File: src/rtl/imem_boot_ctrl.sv
// Instruction-memory boot controller: fetches from boot ROM, streams loader words into RAM, then switches to RAM.
// Optional checksum verification of the loaded image is enabled with `define IMEM_CHECKSUM_EN.
module imem_boot_ctrl #(
    parameter int ADDR_W       = 14,
    parameter int RESET_CYCLES = 4
) (
    input  logic              clk,
    input  logic              rst_n,
    input  logic [15:0]       pc,
    output logic [15:0]       instruction,
    output logic [7:0]        rom_addr,
    input  logic [15:0]       rom_data,
    output logic [ADDR_W-1:0] ram_raddr,
    input  logic [15:0]       ram_rdata,
    output logic [ADDR_W-1:0] ram_waddr,
    output logic [15:0]       ram_wdata,
    output logic              ram_we,
    input  logic              wr_valid,
    input  logic [15:0]       wr_data,
    output logic              wr_ready,
    input  logic              boot_done,
    input  logic              reboot,
    output logic              cpu_reset,
    output logic              run_mode,
    output logic              overflow,
    output logic [ADDR_W:0]   word_count,
`ifdef IMEM_CHECKSUM_EN
    input  logic [15:0]       expected_sum,
    output logic              sum_error,
`endif
    output logic [2:0]        state_dbg
);

    // Handshake: a word transfers on a rising edge where wr_valid && wr_ready; wr_ready
    // never depends on wr_valid, and wr_valid while wr_ready=0 in BOOT marks overflow.

    typedef enum logic [2:0] {
        S_HOLD_ROM = 3'd0,
        S_BOOT     = 3'd1,
        S_HOLD_RAM = 3'd2,
        S_RUN      = 3'd3
`ifdef IMEM_CHECKSUM_EN
        ,
        S_ERROR    = 3'd4
`endif
    } state_t;

    localparam logic [ADDR_W:0] FULL_COUNT = {1'b1, {ADDR_W{1'b0}}};
    localparam logic [ADDR_W:0] COUNT_ONE  = {{ADDR_W{1'b0}}, 1'b1};
    localparam logic [7:0]      HOLD_INIT  = 8'(RESET_CYCLES - 1);

    state_t            state_q, state_d;
    logic [7:0]        hold_q, hold_d;
    logic [ADDR_W:0]   count_q, count_d;
    logic              ovf_q, ovf_d;
    logic              src_ram_q, src_ram_d;
    logic              we_q, we_d;
    logic [ADDR_W-1:0] waddr_q, waddr_d;
    logic [15:0]       wdata_q, wdata_d;
    logic              cpu_reset_q, cpu_reset_d;
    logic              wr_ready_q, wr_ready_d;
    logic              run_mode_q, run_mode_d;
    logic              accept;
`ifdef IMEM_CHECKSUM_EN
    logic [15:0]       sum_q, sum_d;
    logic              sum_err_q, sum_err_d;
`endif

    // wr_ready_q is only ever high in BOOT with space left, so it fully qualifies acceptance.
    assign accept = wr_valid && wr_ready_q;

    always_comb begin
        state_d   = state_q;
        hold_d    = hold_q;
        count_d   = count_q;
        ovf_d     = ovf_q;
        src_ram_d = src_ram_q;
        we_d      = 1'b0;
        waddr_d   = waddr_q;
        wdata_d   = wdata_q;
`ifdef IMEM_CHECKSUM_EN
        sum_d     = sum_q;
        sum_err_d = sum_err_q;
`endif
        if (reboot && state_q != S_HOLD_ROM) begin
            state_d   = S_HOLD_ROM;
            hold_d    = HOLD_INIT;
            count_d   = '0;
            ovf_d     = 1'b0;
            src_ram_d = 1'b0;
`ifdef IMEM_CHECKSUM_EN
            sum_d     = 16'h0000;
            sum_err_d = 1'b0;
`endif
        end else begin
            case (state_q)
                S_HOLD_ROM: begin
                    if (hold_q == 8'd0) begin
                        state_d = S_BOOT;
                    end else begin
                        hold_d = hold_q - 8'd1;
                    end
                end
                S_BOOT: begin
                    if (accept) begin
                        we_d    = 1'b1;
                        waddr_d = count_q[ADDR_W-1:0];
                        wdata_d = wr_data;
                        count_d = count_q + COUNT_ONE;
`ifdef IMEM_CHECKSUM_EN
                        sum_d   = sum_q + wr_data;
`endif
                    end else if (wr_valid) begin
                        ovf_d = 1'b1;
                    end
                    if (boot_done) begin
                        hold_d = HOLD_INIT;
`ifdef IMEM_CHECKSUM_EN
                        if (sum_d != expected_sum) begin
                            state_d   = S_ERROR;
                            sum_err_d = 1'b1;
                        end else
`endif
                        begin
                            state_d   = S_HOLD_RAM;
                            src_ram_d = 1'b1;
                        end
                    end
                end
                S_HOLD_RAM: begin
                    if (hold_q == 8'd0) begin
                        state_d = S_RUN;
                    end else begin
                        hold_d = hold_q - 8'd1;
                    end
                end
                default: begin
                end
            endcase
        end

        // Outputs are registered from the next state so they change on the transition edge.
        cpu_reset_d = (state_d != S_BOOT) && (state_d != S_RUN);
        wr_ready_d  = (state_d == S_BOOT) && (count_d < FULL_COUNT);
        run_mode_d  = (state_d == S_RUN);
    end

    always_ff @(posedge clk) begin
        if (!rst_n) begin
            state_q     <= S_HOLD_ROM;
            hold_q      <= HOLD_INIT;
            count_q     <= '0;
            ovf_q       <= 1'b0;
            src_ram_q   <= 1'b0;
            we_q        <= 1'b0;
            waddr_q     <= '0;
            wdata_q     <= 16'h0000;
            cpu_reset_q <= 1'b1;
            wr_ready_q  <= 1'b0;
            run_mode_q  <= 1'b0;
`ifdef IMEM_CHECKSUM_EN
            sum_q       <= 16'h0000;
            sum_err_q   <= 1'b0;
`endif
        end else begin
            state_q     <= state_d;
            hold_q      <= hold_d;
            count_q     <= count_d;
            ovf_q       <= ovf_d;
            src_ram_q   <= src_ram_d;
            we_q        <= we_d;
            waddr_q     <= waddr_d;
            wdata_q     <= wdata_d;
            cpu_reset_q <= cpu_reset_d;
            wr_ready_q  <= wr_ready_d;
            run_mode_q  <= run_mode_d;
`ifdef IMEM_CHECKSUM_EN
            sum_q       <= sum_d;
            sum_err_q   <= sum_err_d;
`endif
        end
    end

    // Fetch source only flips on entry to a hold state, while the CPU is held in reset.
    assign instruction = src_ram_q ? ram_rdata : rom_data;
    assign rom_addr    = pc[7:0];
    assign ram_raddr   = pc[ADDR_W-1:0];

    assign ram_we      = we_q;
    assign ram_waddr   = waddr_q;
    assign ram_wdata   = wdata_q;
    assign wr_ready    = wr_ready_q;
    assign cpu_reset   = cpu_reset_q;
    assign run_mode    = run_mode_q;
    assign overflow    = ovf_q;
    assign word_count  = count_q;
    assign state_dbg   = state_q;
`ifdef IMEM_CHECKSUM_EN
    assign sum_error   = sum_err_q;
`endif

    logic unused_pc;
    assign unused_pc = ^pc;

endmodule

File: config.mk
export PLATFORM = sky130hd
export DESIGN_NAME = imem_boot_ctrl
export DESIGN_NICKNAME = d
export VERILOG_FILES = /design/src/rtl/imem_boot_ctrl.sv
export SDC_FILE = /design/constraint.sdc
export NUM_CORES = 1
export LEC_CHECK = 0
export CORE_MARGIN = 1.5
export CORE_UTILIZATION = 42
export DETAILED_ROUTE_END_ITERATION = 10
export GPL_ROUTABILITY_DRIVEN = 1
export GPL_TIMING_DRIVEN = 1
export PLACE_DENSITY_LB_ADDON = 0.3
export SETUP_SLACK_MARGIN = 0.02
export SYNTH_ARGS = -nofsm -noshare
export SYNTH_HDL_FRONTEND = slang
export SYNTH_SLANG_ARGS = --single-unit
File: constraint.sdc
create_clock -name clk -period 4.8 [get_ports clk]
set_input_delay 1.44 -clock clk [delete_from_list [all_inputs] [get_ports clk]]
set_output_delay 1.44 -clock clk [all_outputs]
set_load 0.1 [all_outputs]
==> results.sh <==
export IMPL_synth_warnings=0
export IMPL_worst_skew_pair_late_latency_ns=0.34
export IMPL_timing_critical_path_arrival_ns=2.36
export IMPL_max_cap_violations=0
export IMPL_route_antenna_remaining_nets=0
export IMPL_final_setup_skew_ns=0.0110
export IMPL_reg2reg_from="state_dbg[0]"
export IMPL_viasPerCell=5.15
export IMPL_htree_levels=3
export IMPL_fin_crit_ns=3.80
export IMPL_average_wire_per_cell_in_the_routed_design_um=13.1
export IMPL_drtPass1Iterations=4
export IMPL_power_switching_share_pct=29.7
export IMPL_hold_buffer_count_at_cts=0
export IMPL_critical_path_startpoint="ram_rdata[9]"
export IMPL_hold_violations=0
export IMPL_hold_path_class="flip-flop to flip-flop"
export IMPL_drc=0
export IMPL_grt_setup_unrepaired="no"
export IMPL_vdd_ir_drop_max_uv=187
export IMPL_critical_path_endpoint="instruction[9]"
export IMPL_quantity_of_gates_resized_following_cts=0
export IMPL_detailed_place_hpwl_mm=5.09
export IMPL_area_growth_pct=44.3
export IMPL_port_buffers=121
export IMPL_timing_setup_critical_path_class="input port to output pin"
export IMPL_hold_start="ram_waddr[10]"
export IMPL_reg2regPathDepth=5
export IMPL_post_cts_setup_bufs=0
export IMPL_p_leak_uw=0.00152
export IMPL_clock_fmax_ghz=0.263
export IMPL_internal_power_uw=1030
export IMPL_cts_tree="built"
export IMPL_postSynthAreaPerCell_um2=8.47
export IMPL_max_fo_critical_path=1
export IMPL_max_slew_margin_rel_pct=32.2
export IMPL_critical_path_endpoint_type="output pin"
export IMPL_vias=2687
export IMPL_die_height_um=86.2
export IMPL_slew_at_the_pin_with_the_worst_max_slew_slack_ns=1.01
export IMPL_worstSetupStartpointType="input port"
export IMPL_ys_top_cells_by_area="sky130_fd_sc_hd__dfxtp_1 (43%), sky130_fd_sc_hd__nand2_1 (9.9%), sky130_fd_sc_hd__a21oi_1 (6.7%)"
export IMPL_yosysTopAreaCell="sky130_fd_sc_hd__dfxtp_1"
export IMPL_netlist_instances=343
export IMPL_yosysUniqueCellTypes=46
export IMPL_layout_nets=508
export IMPL_core_area_mm2=0.00676
export IMPL_critical_path_reg2reg_endpoint="ram_wdata[10]"
export IMPL_multiInputGateArea_mm2=0.00137
export IMPL_ctsRootBufferMaster="sky130_fd_sc_hd__clkbuf_8"
export IMPL_layout_area_seq_mm2=0.00124
export IMPL_slew_violations=0
export IMPL_initial_utilization_pct=43.0
export IMPL_timing_critical_path_required_ns=3.36
export IMPL_worst_setup_hold_path_clk_slew_ns=0.06
export IMPL_timing_setup_tns_ns=0
export IMPL_design_die_area_mm2=0.00743
export IMPL_layout_worst_path_cycle_share_pct=79.1
export IMPL_sequential_area_share_after_synthesis_pct=42.7
export IMPL_die_width_um=86.2
export IMPL_rows=30
export IMPL_nFillCells=569
export IMPL_ys_async_sr_fraction_pct=0
export IMPL_clock_power_share_pct=39.2
export IMPL_finalWirelength_mm=6.85
export IMPL_grt_first_pass_wirelength_mm=10.9
export IMPL_globalRoute_totalOverflow=0
export IMPL_grt_total_usage_pct=18.6
export IMPL_top_count_cell_post_synth="sky130_fd_sc_hd__nand2_1"
export IMPL_power_density_cell_area_mw_per_mm2=350
export IMPL_antenna_violations_before_repair=0
export IMPL_yosys_area_top_type_share_pct=42.7
export IMPL_mappedNetlistNets=414
export IMPL_cts_buffer_depth=2
export IMPL_drtIter0Drc=80
export IMPL_tritoncts_num_buffers=9
export IMPL_power_combinational_fraction_pct=22.4
export IMPL_power_switching_uw=437
export IMPL_clock_sink_count=62
export IMPL_post_synth_most_frequent_cells="sky130_fd_sc_hd__nand2_1 (77), sky130_fd_sc_hd__dfxtp_1 (62), sky130_fd_sc_hd__a21oi_1 (39), sky130_fd_sc_hd__buf_4 (24), sky130_fd_sc_hd__mux2_2 (16)"
export IMPL_grt_pass1_vias=2445
export IMPL_n_antenna_cell=0
export IMPL_dominantRegCellSynth="sky130_fd_sc_hd__dfxtp_1"
export IMPL_top_level_ports=160
export IMPL_worst_r2r_setup_slack_ns=2.44
export IMPL_worst_slack_ns=1.00
export IMPL_report_final_setup_viol=0
export IMPL_run_status="completed"
export IMPL_placement_setup_worst_slack_ns=0.985
export IMPL_netlist_area_mm2=0.00291
export IMPL_finalWeightedCongestion=0.770
export IMPL_synth_enable_flop_cells=0
export IMPL_grt_max_degree=32
export IMPL_power_share_sequential_pct=38.4
export IMPL_drive_above_1_share_pct=12.9
export IMPL_synth_seq_cells=62
==> cell usage in the layout (no fill, tap or decap), drive strengths merged, types with 3 or more instances in the layout <==
cell / count
buf: 19
a21oi: 39
nand2: 77
nor4: 3
xor2: 4
or4: 12
clkbuf: 11
mux2: 16
nor2: 15
mux2i: 3
or3: 4
bufinv: 3
nand3: 6
nand4: 5
nand2b: 4
dfxtp: 62
clkdlybuf4s50: 105
o211ai: 8
nor3: 5
inv: 8
==> worst max-delay path, stage by stage <==
cell and delay [ns]:
sky130_fd_sc_hd__clkdlybuf4s50_1 0.42, sky130_fd_sc_hd__mux2_2 0.26, sky130_fd_sc_hd__buf_4 0.23
==> stage by stage <==
| stage | hold WS [ns] | area (µm²) | utilization, % | total power [µW] | cells |
|---|---|---|---|---|---|
| global placement | 0.441 | 3940 | 58.3 | 900 | 506 |
| detailed placement | 0.446 | 3940 | 58.3 | 905 | 506 |
| CTS | 0.455 | 4190 | 62.1 | 1480 | 522 |
| finish | 0.454 | 4190 | 62.1 | 1470 | 522 |
| floorplan | 0.456 | 2910 | - | 901 | 343 |
| global route | 0.470 | 4190 | 62.1 | 1530 | 522 |
==> state kept, by name, summed over array words and instances, names as in the netlist <==
register / cells
ram_wdata: 16
word_count: 15
ram_waddr: 14
hold_q: 8
state_dbg: 3
cpu_reset: 1
overflow: 1
ram_we: 1
run_mode: 1
src_ram_q: 1
wr_ready: 1
==> power groups by stage <==
stage	clock, µW	sequential, µW	combinational, µW
2_1_floorplan	0	599	302
3_3_place_gp	0	575	325
3_5_place_dp	0	576	330
4_1_cts	584	565	330
5_1_grt	608	569	352
6_report	576	565	329
==> cells by family after synthesis <==
logic type,after synthesis,share of synthesized area [%]
simple gates,145,25.0
compound gates,61,12.5
buf+inv,49,10.2
xor+xnor,5,1.51
flops,62,42.7
mux,19,7.24
fa+ha+maj,2,0.861
==> area by class of cell <==
class	count	area share (%)
inverters	8	0.716
flip-flops and latches	62	29.6
repair buffers	124	28.5
multi-input cells	232	32.7
clock buffers	11	3.61
well taps	80	2.39
clock inverters	5	2.48
==> layer usage <==
metal / vias up / part of all wire, % / global-route usage, %
met5: - / 0 / 0
met4: 0 / 1.9 / 7.77
met3: 15 / 6.0 / 4.57
met2: 92 / 50 / 33.0
met1: 1226 / 42 / 21.3
li1: 1354 / - / -
==> worst min path at each step <==
stage / slack, ns / end / cells past startpoint
2_1_floorplan: 0.46 / hold_q[7] / 2
3_3_place_gp: 0.44 / ram_waddr[2] / 2
3_5_place_dp: 0.45 / ram_waddr[2] / 2
4_1_cts: 0.46 / ram_waddr[5] / 2
5_1_grt: 0.47 / ram_waddr[10] / 2
6_report: 0.45 / ram_waddr[10] / 2
(Power assumes the default switching activity.)
